File: config.mk
export PLATFORM = sky130hd
export DESIGN_NAME = yarp_dmem_arbiter
export DESIGN_NICKNAME = d
export VERILOG_FILES = /design/src/rtl/yarp_dmem_arbiter.sv
export SDC_FILE = /design/constraint.sdc
export NUM_CORES = 1
export LEC_CHECK = 0
export CORE_MARGIN = 2
export CORE_UTILIZATION = 35
export CTS_CLUSTER_DIAMETER = 100
export DETAILED_ROUTE_END_ITERATION = 12
export DONT_BUFFER_PORTS = 1
export GPL_ROUTABILITY_DRIVEN = 0
export SKIP_CTS_REPAIR_TIMING = 1
export SYNTH_ARGS = -nofsm -noshare
export SYNTH_HDL_FRONTEND = slang
export SYNTH_SLANG_ARGS = --single-unit
File: constraint.sdc
create_clock -name clk -period 1.4 [get_ports clk]
set_input_delay 0.28 -clock clk [delete_from_list [all_inputs] [get_ports clk]]
set_output_delay 0.28 -clock clk [all_outputs]
set_load 0.01 [all_outputs]
File: src/rtl/yarp_dmem_arbiter.sv
// Shares the single-port data memory between the core load/store path and the AES fetch engine.
// One transaction in flight; round-robin on ties; sticky error flag on read timeout.
module yarp_dmem_arbiter #(
  parameter int TIMEOUT_CYCLES = 255,
  parameter int CNT_W          = 16
) (
  input  logic        clk,
  input  logic        reset_n,
  input  logic        core_req_i,
  input  logic [31:0] core_addr_i,
  input  logic        core_wr_i,
  input  logic [1:0]  core_byte_i,
  input  logic [31:0] core_wdata_i,
  output logic        core_gnt_o,
  output logic        core_rsp_o,
  input  logic        aes_req_i,
  input  logic [31:0] aes_addr_i,
  input  logic        aes_wr_i,
  input  logic [1:0]  aes_byte_i,
  input  logic [31:0] aes_wdata_i,
  output logic        aes_gnt_o,
  output logic        aes_rsp_o,
  output logic [31:0] rsp_rdata_o,
  output logic        mem_req_o,
  output logic [31:0] mem_addr_o,
  output logic        mem_wr_o,
  output logic [1:0]  mem_byte_o,
  output logic [31:0] mem_wdata_o,
  input  logic        mem_gnt_i,
  input  logic        mem_rvalid_i,
  input  logic [31:0] mem_rdata_i,
  output logic        err_o
);

  localparam logic [1:0] IDLE = 2'd0;
  localparam logic [1:0] BUS  = 2'd1;
  localparam logic [1:0] RESP = 2'd2;

  localparam logic [CNT_W-1:0] CNT_LAST = CNT_W'(TIMEOUT_CYCLES - 1);

  logic [1:0]       state;
  logic             owner_aes;
  logic             last_aes;
  logic [CNT_W-1:0] cnt;

  logic any_req;
  logic pick_aes;
  logic capture;
  logic wr_done;
  logic rd_done;
  logic rd_timeout;
  logic done;

  // Handshake outputs are combinational and held low while reset is asserted,
  // so a reset in mid-transaction never leaks a grant or completion pulse.
  always_comb begin
    any_req    = core_req_i | aes_req_i;
    pick_aes   = aes_req_i & (~core_req_i | ~last_aes);
    capture    = reset_n & (state == IDLE) & any_req;
    wr_done    = reset_n & (state == BUS) & mem_gnt_i & mem_wr_o;
    rd_done    = reset_n & (state == RESP) & mem_rvalid_i;
    rd_timeout = reset_n & (state == RESP) & ~mem_rvalid_i & (cnt == CNT_LAST);
    done       = wr_done | rd_done | rd_timeout;
  end

  assign core_gnt_o  = capture & ~pick_aes;
  assign aes_gnt_o   = capture & pick_aes;
  assign core_rsp_o  = done & ~owner_aes;
  assign aes_rsp_o   = done & owner_aes;
  assign rsp_rdata_o = rd_done ? mem_rdata_i : 32'h0;
  assign mem_req_o   = reset_n & (state == BUS);

  always_ff @(posedge clk) begin
    if (!reset_n) begin
      state       <= IDLE;
      owner_aes   <= 1'b0;
      last_aes    <= 1'b1;
      cnt         <= '0;
      err_o       <= 1'b0;
      mem_addr_o  <= 32'h0;
      mem_wr_o    <= 1'b0;
      mem_byte_o  <= 2'b00;
      mem_wdata_o <= 32'h0;
    end else begin
      case (state)
        IDLE: begin
          if (any_req) begin
            owner_aes   <= pick_aes;
            last_aes    <= pick_aes;
            mem_addr_o  <= pick_aes ? aes_addr_i  : core_addr_i;
            mem_wr_o    <= pick_aes ? aes_wr_i    : core_wr_i;
            mem_byte_o  <= pick_aes ? aes_byte_i  : core_byte_i;
            mem_wdata_o <= pick_aes ? aes_wdata_i : core_wdata_i;
            state       <= BUS;
          end
        end
        BUS: begin
          if (mem_gnt_i) begin
            cnt   <= '0;
            state <= mem_wr_o ? IDLE : RESP;
          end
        end
        RESP: begin
          // rvalid takes priority over the timeout in the same cycle.
          if (rd_done || rd_timeout) begin
            state <= IDLE;
            if (rd_timeout) err_o <= 1'b1;
          end else begin
            cnt <= cnt + 1'b1;
          end
        end
        default: state <= IDLE;
      endcase
    end
  end

endmodule

==> reports/results.ini <==
[run_status]
outcome = finished, violations left
violations = negative setup slack

[final_layout]
nets = 716
drive_above_1_share_pct = 41.7
num_antenna_cells = 0
finalInstanceArea_um2 = 6550
area_growth_pct = 45.0
nFillCells = 1108

[grt]
grt_start_max_net_pins = 90
grt_pass1_vias = 3516
grt_util_all_layers_pct = 16.0
grt_pass1_wl_mm = 18.1
antenna_found_initial = 0
grt_overflow = 0

[cts]
clkSinkCount = 88
path_clk_slew_ns = 0.06
clk_latency_ns = 0.33
htreeDepth = 3
root_buffer = clkbuf_16
clockBufferDepth = 2
tritoncts = done
cts_inserted_buffers = 9

[power_and_ir_drop]
power.density_nw_per_um2 = 1110
p_leak_nw = 3.19
peakVddDrop_mv = 0.769

[sta]
finalHoldViolCount = 0
setup_slack_ns = -0.547
timing.fmax_mhz = 514
slew_headroom_pct = 79.5
fin_crit_sh_pct = 139
tightest_slew_ns = 0.299
slew_violations = 0
fin_skew_ns = 0.00496
setup_viol = 117
rsz0062_at_grt = true
hold_ws_ns = 0.0500
min_period_ns = 1.95

[yosys]
synth_edf_count = 0
synth_area_leaders = dfxtp_1 39%, mux2i_1 15%, o211a_1 15%
synth_seq_cells = 88
async_reset_ff_share_pct = 0
syn-num-nets = 656
synth_top_area_share_pct = 39.0
seq_area_frac_synth_pct = 39.0
synth_cells = 482
yosys_warnings = 0
ys.flop_type = dfxtp_1
synth_most_common_cell = dfxtp_1
netlist-cell-type-count = 44
syn-cell-area_um2 = 4520
synth_area_per_cell_um2 = 9.37
synth_largest_area_cell = dfxtp_1
yosys-top-cells-count = 88 x dfxtp_1, 80 x nand2_1, 67 x mux2i_1, 67 x o211a_1, 34 x and2_1

[worst_setup_path]
worstSetupStartpointType = register
cp.buffers_inverters = 1
critical_path_class = register to output port
end_kind = output port
cp_data_arrival_time_ns = 1.67
cp_top_family = simple AND/OR/NAND/NOR gates
critical_path.cell_chain = inv_2, ha_4, nor4b_4, nand4_1, nand2_1, a22oi_2, nor3b_2
critPathSlowestCell = dfxtp_2
critPathRequiredTime_ns = 1.12
path_max_fanout = 2
slowest_delay_ns = 0.32

[detailed_routing]
drcViolationCount = 0
antenna_left = 0
wl_mm = 14.4
routedWlPerCell_um = 20.1
firstDrtPassIters = 4
via_per_inst = 5.62
via_count = 4042
drt_iter0_drc = 163

[floorplan]
die_w_um = 118
floorplan.rows = 41
core_um2 = 12600
io_pins = 277
fp.dieH_um = 118
dieArea_um2 = 13800
start_util_pct = 35.8

[place]
portBuffers = 0
detailed_place_hpwl_mm = 8.68
post_dp_cell_area_um2 = 5120

[worst_hold_path]
hold_class = input pin to register

[run]
maxCapViolations = 0

worst paths after layout:
path	start	cells past startpoint	slack, ns	endpoint
setup reg to reg	cnt[0]	9	-0.23	cnt[15]
hold reg to reg	last_aes	2	0.53	last_aes
hold / removal	reset_n	1	0.05	last_aes
setup / recovery	cnt[0]	7	-0.55	core_rsp_o
layer usage:
layer	up-vias	part of all wire, %	track usage (%)
met5	-	0	0
met4	0	1.3	4.97
met3	14	7.4	4.94
met2	203	54	28.7
met1	1948	38	18.0
li1	1877	-	-
cells in the final DEF, fill, tap and decap left out, drive strengths merged, types with 11 or more instances in the layout:
cell type and count:
mux2i 67, buf 75, dfxtp 88, nor2 11
and2 34, nand3 13, clkbuf 27, o211a 67
o21ai 13, nand2 81
final cells by class:
| cell class | count | area, um2 | area share (%) |
|---|---|---|---|
| clock buffers | 11 | 243 | 3.71 |
| clock inverters | 5 | 63.8 | 0.974 |
| inverters | 2 | 7.51 | 0.115 |
| multi-input cells | 350 | 3030 | 46.3 |
| flip-flops and latches | 88 | 1770 | 27.0 |
| well taps | 172 | 215 | 3.29 |
| repair buffers | 91 | 1220 | 18.6 |
through the flow:
step | util, % | cells | setup TNS (ns) | setup WS (ns) | total power (W)
3_3_place_gp | 40.6 | 662 | -1.87 | -0.221 | 0.00404
2_1_floorplan | - | 482 | -1.67 | -0.120 | 0.00382
3_5_place_dp | 40.6 | 662 | -2.86 | -0.240 | 0.00407
4_1_cts | 43.0 | 678 | -16.90 | -0.606 | 0.00653
5_1_grt | 51.9 | 719 | -31.48 | -0.613 | 0.00753
6_report | 51.9 | 719 | -24.22 | -0.547 | 0.00725
sequential cells by signal, summed over array words and instances, names as in the netlist:
signal	flops
cnt	16
err_o	1
last_aes	1
mem_addr_o	32
mem_byte_o	2
mem_wdata_o	32
mem_wr_o	1
owner_aes	1
state	2
where the power goes:
group,internal (W),switching (W)
sequential,0.00276,0.000304
combinational,0.000980,0.000740
clock,0.00145,0.00101
cell families (layout without fill, tap and decap cells):
family,after synthesis,count (layout),share of synthesized area [%]
buffers and inverters,44,109,4.32
adder cells (fa/ha/maj),2,2,0.554
flip-flops,88,88,39.0
multiplexers,67,67,14.8
AO/OA/AOI/OAI,112,112,21.4
AND/OR/NAND/NOR,169,169,19.9
Note: power is estimated with default switching activity, not from simulation.
